--- src/rtl/sync_r2w_nstage.sv ---
// Write-side synchronizer for the async FIFO read pointer: an SYNC_STAGES-deep Gray
// capture chain, registered Gray->binary conversion, write-side fill level and Gray-step checker.
module sync_r2w_nstage #(
    parameter int ADDRSIZE    = 4,
    parameter int SYNC_STAGES = 2,
    parameter bit CHECK_GRAY  = 1'b1
) (
    input  logic                wclk,
    input  logic                wrst_n,
    input  logic [ADDRSIZE:0]   rptr,
    input  logic [ADDRSIZE:0]   wbin,
    input  logic                err_clr,
    output logic [ADDRSIZE:0]   wq_rptr,
    output logic [ADDRSIZE:0]   wq_rptr_bin,
    output logic                rptr_upd,
    output logic [ADDRSIZE:0]   wfill,
    output logic                gray_err
);

    localparam int PW = ADDRSIZE + 1;

    generate
        if (SYNC_STAGES < 2 || SYNC_STAGES > 4) begin : g_bad_depth
            $fatal(1, "sync_r2w_nstage: SYNC_STAGES must be 2..4");
        end
    endgenerate

    logic [PW-1:0] sync_q [SYNC_STAGES];
    logic [PW-1:0] prev;
    logic [PW-1:0] step;
    logic          multi_bit;

    // Plain flop chain: only stage 0 touches the asynchronous pointer.
    always_ff @(posedge wclk) begin
        if (!wrst_n) begin
            for (int i = 0; i < SYNC_STAGES; i++) begin
                sync_q[i] <= '0;
            end
        end else begin
            sync_q[0] <= rptr;
            for (int i = 1; i < SYNC_STAGES; i++) begin
                sync_q[i] <= sync_q[i-1];
            end
        end
    end

    assign wq_rptr = sync_q[SYNC_STAGES-1];

    function automatic logic [PW-1:0] gray2bin(input logic [PW-1:0] g);
        logic [PW-1:0] b;
        b[PW-1] = g[PW-1];
        for (int i = PW - 2; i >= 0; i--) begin
            b[i] = b[i+1] ^ g[i];
        end
        return b;
    endfunction

    // More than one bit set in the step means an illegal Gray transition.
    assign step      = wq_rptr ^ prev;
    assign multi_bit = (step & (step - PW'(1))) != '0;

    always_ff @(posedge wclk) begin
        if (!wrst_n) begin
            prev        <= '0;
            wq_rptr_bin <= '0;
            rptr_upd    <= 1'b0;
            wfill       <= '0;
        end else begin
            prev        <= wq_rptr;
            wq_rptr_bin <= gray2bin(wq_rptr);
            rptr_upd    <= (wq_rptr != prev);
            wfill       <= wbin - wq_rptr_bin;
        end
    end

    generate
        if (CHECK_GRAY) begin : g_check
            // A new error in the same cycle as err_clr keeps the flag set.
            always_ff @(posedge wclk) begin
                if (!wrst_n) begin
                    gray_err <= 1'b0;
                end else if (multi_bit) begin
                    gray_err <= 1'b1;
                end else if (err_clr) begin
                    gray_err <= 1'b0;
                end
            end
        end else begin : g_no_check
            assign gray_err = 1'b0;
        end
    endgenerate

endmodule

--- config.mk ---
export PLATFORM = sky130hd
export DESIGN_NAME = sync_r2w_nstage
export DESIGN_NICKNAME = d
export VERILOG_FILES = /design/src/rtl/sync_r2w_nstage.sv
export SDC_FILE = /design/constraint.sdc
export NUM_CORES = 1
export LEC_CHECK = 0
export CAP_MARGIN = 5
export CORE_UTILIZATION = 41
export DETAILED_ROUTE_END_ITERATION = 10
export PLACE_DENSITY_LB_ADDON = 0.2
export SLEW_MARGIN = 25
export SYNTH_ARGS = -nofsm -noshare
export SYNTH_HDL_FRONTEND = slang
export SYNTH_SLANG_ARGS = --single-unit
--- constraint.sdc ---
create_clock -name wclk -period 1.5 [get_ports wclk]
set_input_delay 0.3 -clock wclk [delete_from_list [all_inputs] [get_ports wclk]]
set_output_delay 0.3 -clock wclk [all_outputs]
set_load 0.02 [all_outputs]
==> results.ini, run 1 <==
[detailed_routing]
drtAntennaViolNets=0
wl_mm=1.767
route.detailed.drc=0
detailedRoute.firstIterationViolations=6
wl_per_cell_um=11.18
detail_route.vias_per_cell=4.487
drt-pass1-iter-count=3
num_vias=709

[pwr]
p_int_mw=1.158
p_sw_mw=0.3802
power-per-cell-area_mw_per_mm2=1101
seq_pwr_share_pct=49.3
p_comb_share_pct=19.3
power.share.clock_pct=31.4
netSwitchingFraction_pct=24.71
static_leakage_power_nw=0.6423
vdd_ir_drop_max_v=0.0007218
design_power_total_mw=1.538

[sta]
rsz0062_at_grt=yes
hold_ws_ns=0.4473
layout_setup_ws_ns=0.04243
fmaxAchievable_ghz=0.6861
number_of_hold_violations_in_the_final_report=0
fin_skew_ns=0.006335
post-route-min-period_ns=1.458
final-setup-viol-count=0
worst-slew-pin-transition_ns=0.2463
tns_ns=0
share_of_the_clock_period_used_by_the_worst_path_after_layout_pct=97.17
final-max-slew-violation-count=0
slew-limit-headroom_pct=83.48

[worst_setup_path]
cpMaxStageDelayCell=sky130_fd_sc_hd__clkdlybuf4s50_1
critPathMaxStageDelay_ns=0.48
worst_r2r_path_depth=7
worst-path-max-fanout=2
reg2reg_slack_ns=0.05
worstReg2RegEnd=wfill[4]
arrival_time_reported_for_the_critical_path_endpoint_ns=1.69
crit_path_cell_trace=clkdlybuf4s50_1, fa_2, a21o_1, a21oi_2, xnor2_1, nor2_1
crit_type=in -> reg
rr_startpoint=wq_rptr_bin[0]
worst_setup_path_start_kind=input pin
timing.critical_path.to_type=flip-flop
worstPathRequired_ns=1.74

[synthesis]
synth_area_per_cell_um2=10.38
synthCells=98
total_of_warnings_raised_by_yosys=0
post-synth-top-area-cell=sky130_fd_sc_hd__dfxtp_1
ys_types=23
synth.area.top_cells=sky130_fd_sc_hd__dfxtp_1 (51%), sky130_fd_sc_hd__and2_1 (9.2%), sky130_fd_sc_hd__xnor2_1 (6.9%), sky130_fd_sc_hd__ha_1 (4.9%), sky130_fd_sc_hd__buf_4 (4.4%)
postSynth.asyncResetShare_pct=0
synth_area_mm2=0.001017
postSynthRegisterBits=26
postSynthNetCount=116
synth_flop_cell=sky130_fd_sc_hd__dfxtp_1
fraction_of_post_synthesis_cell_area_in_the_top_cell_type_by_area_pct=51.17
number_of_flops_mapped_to_enable_cells_by_yosys=0
seq_total_area_yosys_pct=51.17

[global_route]
grt_first_pass_wirelength_mm=2.835
grt_max_degree=16
grt.total_usage_pct=15.23
grt_antenna_before_repair=0
first_global_vias=700
globalRoute.totalOverflow=0

[cts]
htree_num_levels=1
cts.clk_slew.worst_paths_ns=0.14
clock_tree.buffer_depth=2
tritoncts_clock_tree=yes
cts-root-buf=sky130_fd_sc_hd__clkbuf_4
tritoncts.num_buffers=3
clock_sinks=26
clock_insertion_delay_worst_skew_ns=0.33

[placement]
placement.cell_area_mm2=0.001341
dp_cells=153
dp.final_hpwl_mm=1.290
place.port_buffers=29
detailedPlace.worstSlack_ns=-0.4276
finalWeightedCongestion=0.7031

[layout]
layout_common_cells=sky130_fd_sc_hd__dfxtp_1 (24), sky130_fd_sc_hd__dlygate4sd2_1 (18), sky130_fd_sc_hd__and2_1 (15), sky130_fd_sc_hd__clkdlybuf4s50_1 (11), sky130_fd_sc_hd__xnor2_1 (8)
fin_util_pct=61.41
design_area_mm2=0.001398
fillers=216
final_layout_size_suffix_gt1_share_pct=16.15
areaGrowthSynthToFinish_pct=37.39
finalNonFillerCells=158
antenna_cells_inserted=0
finalNetCount=149
layout.cells.most_common=sky130_fd_sc_hd__dfxtp_1

[job]
drv.max_cap_violation_count=0

[die]
die_area_mm2=0.002684
core_area_mm2=0.002276
ioPinCount=30
fp-row-count=17
starting_density_of_the_core_pct=44.69
die_width_um=51.81
die_height_um=51.81

[min_path]
worstHoldPathCells=1
timing.hold.worst_endpoint=sync_q[0][8]
min_from=sync_q[0][3]
timing.hold.worst.class=reg -> reg

[status]
status=finished clean

-- worst max path at each step --
stage / start / to / slack (ns) / cells after the start
3_5_place_dp: wbin[0] / wfill[4] / -0.43 / 9
2_1_floorplan: wq_rptr_bin[0] / wfill[4] / 0.02 / 7
3_3_place_gp: wbin[0] / wfill[4] / -0.40 / 9
5_1_grt: wq_rptr_bin[0] / wfill[4] / -0.03 / 7
4_1_cts: wq_rptr_bin[0] / wfill[4] / -0.005 / 7
6_report: wbin[1] / wfill[4] / 0.04 / 6
-- Yosys cell counts, types with 2 or more instances --
| master | number |
|---|---|
| sky130_fd_sc_hd__a21oi_1 | 3 |
| sky130_fd_sc_hd__and2_1 | 15 |
| sky130_fd_sc_hd__and2_2 | 2 |
| sky130_fd_sc_hd__buf_4 | 6 |
| sky130_fd_sc_hd__dfxtp_1 | 26 |
| sky130_fd_sc_hd__ha_1 | 4 |
| sky130_fd_sc_hd__inv_1 | 7 |
| sky130_fd_sc_hd__nand2_1 | 2 |
| sky130_fd_sc_hd__nor2_1 | 7 |
| sky130_fd_sc_hd__nor3_1 | 2 |
| sky130_fd_sc_hd__o21ai_0 | 2 |
| sky130_fd_sc_hd__o22ai_1 | 2 |
| sky130_fd_sc_hd__xnor2_1 | 8 |
| sky130_fd_sc_hd__xor2_1 | 3 |
-- power by group through the flow --
stage,Sequential (mW),Combinational (mW),Clock [mW]
after CTS,0.759,0.296,0.499
after detailed placement,0.775,0.314,0
final,0.758,0.298,0.483
after floorplan,0.817,0.134,0
after global placement,0.773,0.304,0
after global routing,0.763,0.323,0.524
-- per-layer routing --
metal	global-route usage [%]	part of all wire [%]	wire, um	vias up
met5	0	0	0	-
met4	8.108	2.0	36	0
met3	5.263	4.9	86	5
met2	29.87	54	955	20
met1	13.16	39	689	325
li1	-	-	-	359
-- repair_timing --
| action | 4_1_cts | 5_1_grt |
|---|---|---|
| endpoints found under the setup margin | 19 | 3 |
| hold buffers | 0 | 0 |
| setup buffers | 1 | 0 |
| gates resized for setup | 22 | 2 |
| pin swaps | 6 | 7 |
-- critical path: cells and delay by family --
family                   cells  cell delay, ns
adder cells (fa/ha/maj)      1            0.41
buffers and inverters        1            0.48
AO/OA/AOI/OAI                2            0.31
AND/OR/NAND/NOR              1            0.06
XOR/XNOR                     1            0.13
-- final cells by class --
cell class	count	area, um2	share of cell area (%)
clock inverter	1	30.03	2.149
inverter	8	30.03	2.149
sequential	26	525.5	37.60
clock buffer	3	22.52	1.611
timing repair buffer	35	312.8	22.38
multi-input combinational	57	441.7	31.60
tap	28	35.03	2.507
-- registers in the layout, summed over array words and instances, names as in the netlist --
| signal | flops |
|---|---|
| gray_err | 1 |
| prev | 4 |
| wfill | 5 |
| wq_rptr_bin | 5 |
| rptr_upd | 1 |
| sync_q | 10 |
-- kinds of logic after synthesis --
group / synth area share (%)
and+or+nand+nor: 16.36
DFF: 51.17
buffers and inverters: 7.749
xor gates and xnor gates: 12.67
AOI/OAI and AO/OA: 5.166
adders and majority gates: 6.888
No activity file was read; power rests on OpenSTA's default activity.
==> run 2, diff against run 1 <==
--- a/config.mk
+++ b/config.mk
@@ -8,6 +8,7 @@
 export CAP_MARGIN = 5
 export CORE_UTILIZATION = 41
 export DETAILED_ROUTE_END_ITERATION = 10
+export MAX_ROUTING_LAYER = met4
 export PLACE_DENSITY_LB_ADDON = 0.2
 export SLEW_MARGIN = 25
 export SYNTH_ARGS = -nofsm -noshare
==> run 2 against run 1 <==
Compared with the run above:
- clock skew about the same
- non-clock buffer count unchanged
- critical path depth unchanged
- final area unchanged
- die area unchanged
- utilization unchanged
- power about the same
- clock power about the same
- routed wire length about the same
- sequential share of layout area unchanged
- sequential power about the same
- first-iteration DRC count unchanged
==> results.ini, run 2 (synthesized netlist as in run 1, its figures left out) <==
[status]
status=finished clean

[sta]
hold_ws_ns=0.4475
number_of_hold_violations_in_the_final_report=0
fmaxAchievable_ghz=0.6857
tns_ns=0
final-max-slew-violation-count=0
rsz0062_at_grt=yes
final-setup-viol-count=0
worst-slew-pin-transition_ns=0.2465
share_of_the_clock_period_used_by_the_worst_path_after_layout_pct=97.22
slew-limit-headroom_pct=83.47
layout_setup_ws_ns=0.04173
post-route-min-period_ns=1.458
fin_skew_ns=0.006289

[layout]
layout_common_cells=sky130_fd_sc_hd__dfxtp_1 (24), sky130_fd_sc_hd__dlygate4sd2_1 (18), sky130_fd_sc_hd__and2_1 (15), sky130_fd_sc_hd__clkdlybuf4s50_1 (11), sky130_fd_sc_hd__xnor2_1 (8)
layout.cells.most_common=sky130_fd_sc_hd__dfxtp_1
final_layout_size_suffix_gt1_share_pct=16.15
antenna_cells_inserted=0
finalNetCount=149
largest_reg_flops=10
largest-register=sync_q
fin_util_pct=61.41
areaGrowthSynthToFinish_pct=37.39
largestRegisters=sync_q (10), wfill (5), wq_rptr_bin (5)
fillers=216

[worst_setup_path]
crit_type=in -> reg
timing.critical_path.buf_inv=1
critPathMaxStageDelay_ns=0.48
crit_path_cell_trace=clkdlybuf4s50_1, fa_2, a21o_1, a21oi_2, xnor2_1, nor2_1
worstPathRequired_ns=1.74
arrival_time_reported_for_the_critical_path_endpoint_ns=1.69
worst-path-max-fanout=2
cpMaxStageDelayCell=sky130_fd_sc_hd__clkdlybuf4s50_1
critical-path-top-delay-family=buffers and inverters
timing.critical_path.to_type=flip-flop
worst_setup_path_start_kind=input pin

[global_route]
grt_first_pass_wirelength_mm=2.835
globalRoute.totalOverflow=0
grt_max_degree=16
grt_antenna_before_repair=0
grt.total_usage_pct=15.64
first_global_vias=701

[cts]
tritoncts.num_buffers=3
cts.clk_slew.worst_paths_ns=0.14
clock_sinks=26
cts_hold_buf=0
cts-root-buf=sky130_fd_sc_hd__clkbuf_4
clock_tree.buffer_depth=2
clock_insertion_delay_worst_skew_ns=0.33
htree_num_levels=1
tritoncts_clock_tree=yes

[placement]
dp.final_hpwl_mm=1.290
place.port_buffers=29
detailedPlace.worstSlack_ns=-0.4276
finalWeightedCongestion=0.7109

[detailed_routing]
wl_per_cell_um=11.19
detail_route.vias_per_cell=4.487
drtAntennaViolNets=0
route.detailed.drc=0
num_vias=709
detailedRoute.firstIterationViolations=6
wl_mm=1.768
drt-pass1-iter-count=3

[die]
starting_density_of_the_core_pct=44.69
die_width_um=51.81
fp-row-count=17
core_area_mm2=0.002276
die_height_um=51.81
die_area_mm2=0.002684
ioPinCount=30

[pwr]
static_leakage_power_nw=0.6423
power-per-cell-area_mw_per_mm2=1100
vdd_ir_drop_max_v=0.0007219

[min_path]
timing.hold.worst.class=reg -> reg

[job]
drv.max_cap_violation_count=0

## run 2: cell counts in the layout (fill, tap and decap cells not counted)
No cell type changed its count.
## run 2: path summary, 6_finish.rpt
| check | cells past startpoint | from | slack (ns) | endpoint |
|---|---|---|---|---|
| max | 6 | wbin[1] | 0.04 | wfill[4] |
| min | 1 | sync_q[0][3] | 0.45 | sync_q[0][8] |
| max reg2reg | 7 | wq_rptr_bin[0] | 0.05 | wfill[4] |
| min reg2reg | 1 | sync_q[0][3] | 0.45 | sync_q[0][8] |
## run 2: what timing repair did
item,4_1_cts,5_1_grt
pin swaps,6,7
setup buffers,1,0
endpoints found under the setup margin,19,3
resized for setup,22,2
## run 2: stage by stage
step | std cells | power [mW] | area, um2
after floorplan | 98 | 0.9511 | 1027
after global placement | 153 | 1.077 | 1341
after detailed placement | 153 | 1.089 | 1341
after CTS | 158 | 1.555 | 1391
after global routing | 158 | 1.611 | 1398
final | 158 | 1.538 | 1398
## run 2: power breakdown
group | switching, mW | total (mW) | internal (mW)
Combinational | 0.150 | 0.298 | 0.148
Clock | 0.212 | 0.482 | 0.270
Sequential | 0.0183 | 0.758 | 0.740
Total | 0.380 | 1.54 | 1.16
## run 2: layout make-up
class | instances | area [um2] | area share, %
timing repair buffer | 35 | 312.8 | 22.38
multi-input combinational | 57 | 441.7 | 31.60
clock inverter | 1 | 30.03 | 2.149
inverter | 8 | 30.03 | 2.149
tap | 28 | 35.03 | 2.507
clock buffer | 3 | 22.52 | 1.611
sequential | 26 | 525.5 | 37.60
## run 2: per-layer routing
layer | track usage, % | wire length [um] | share of wire [%] | vias up
li1 | - | - | - | 359
met1 | 13.16 | 689 | 39 | 325
met2 | 29.87 | 954 | 54 | 20
met3 | 5.263 | 85 | 4.8 | 5
met4 | 8.108 | 38 | 2.1 | 0
met5 | - | 0 | 0 | -
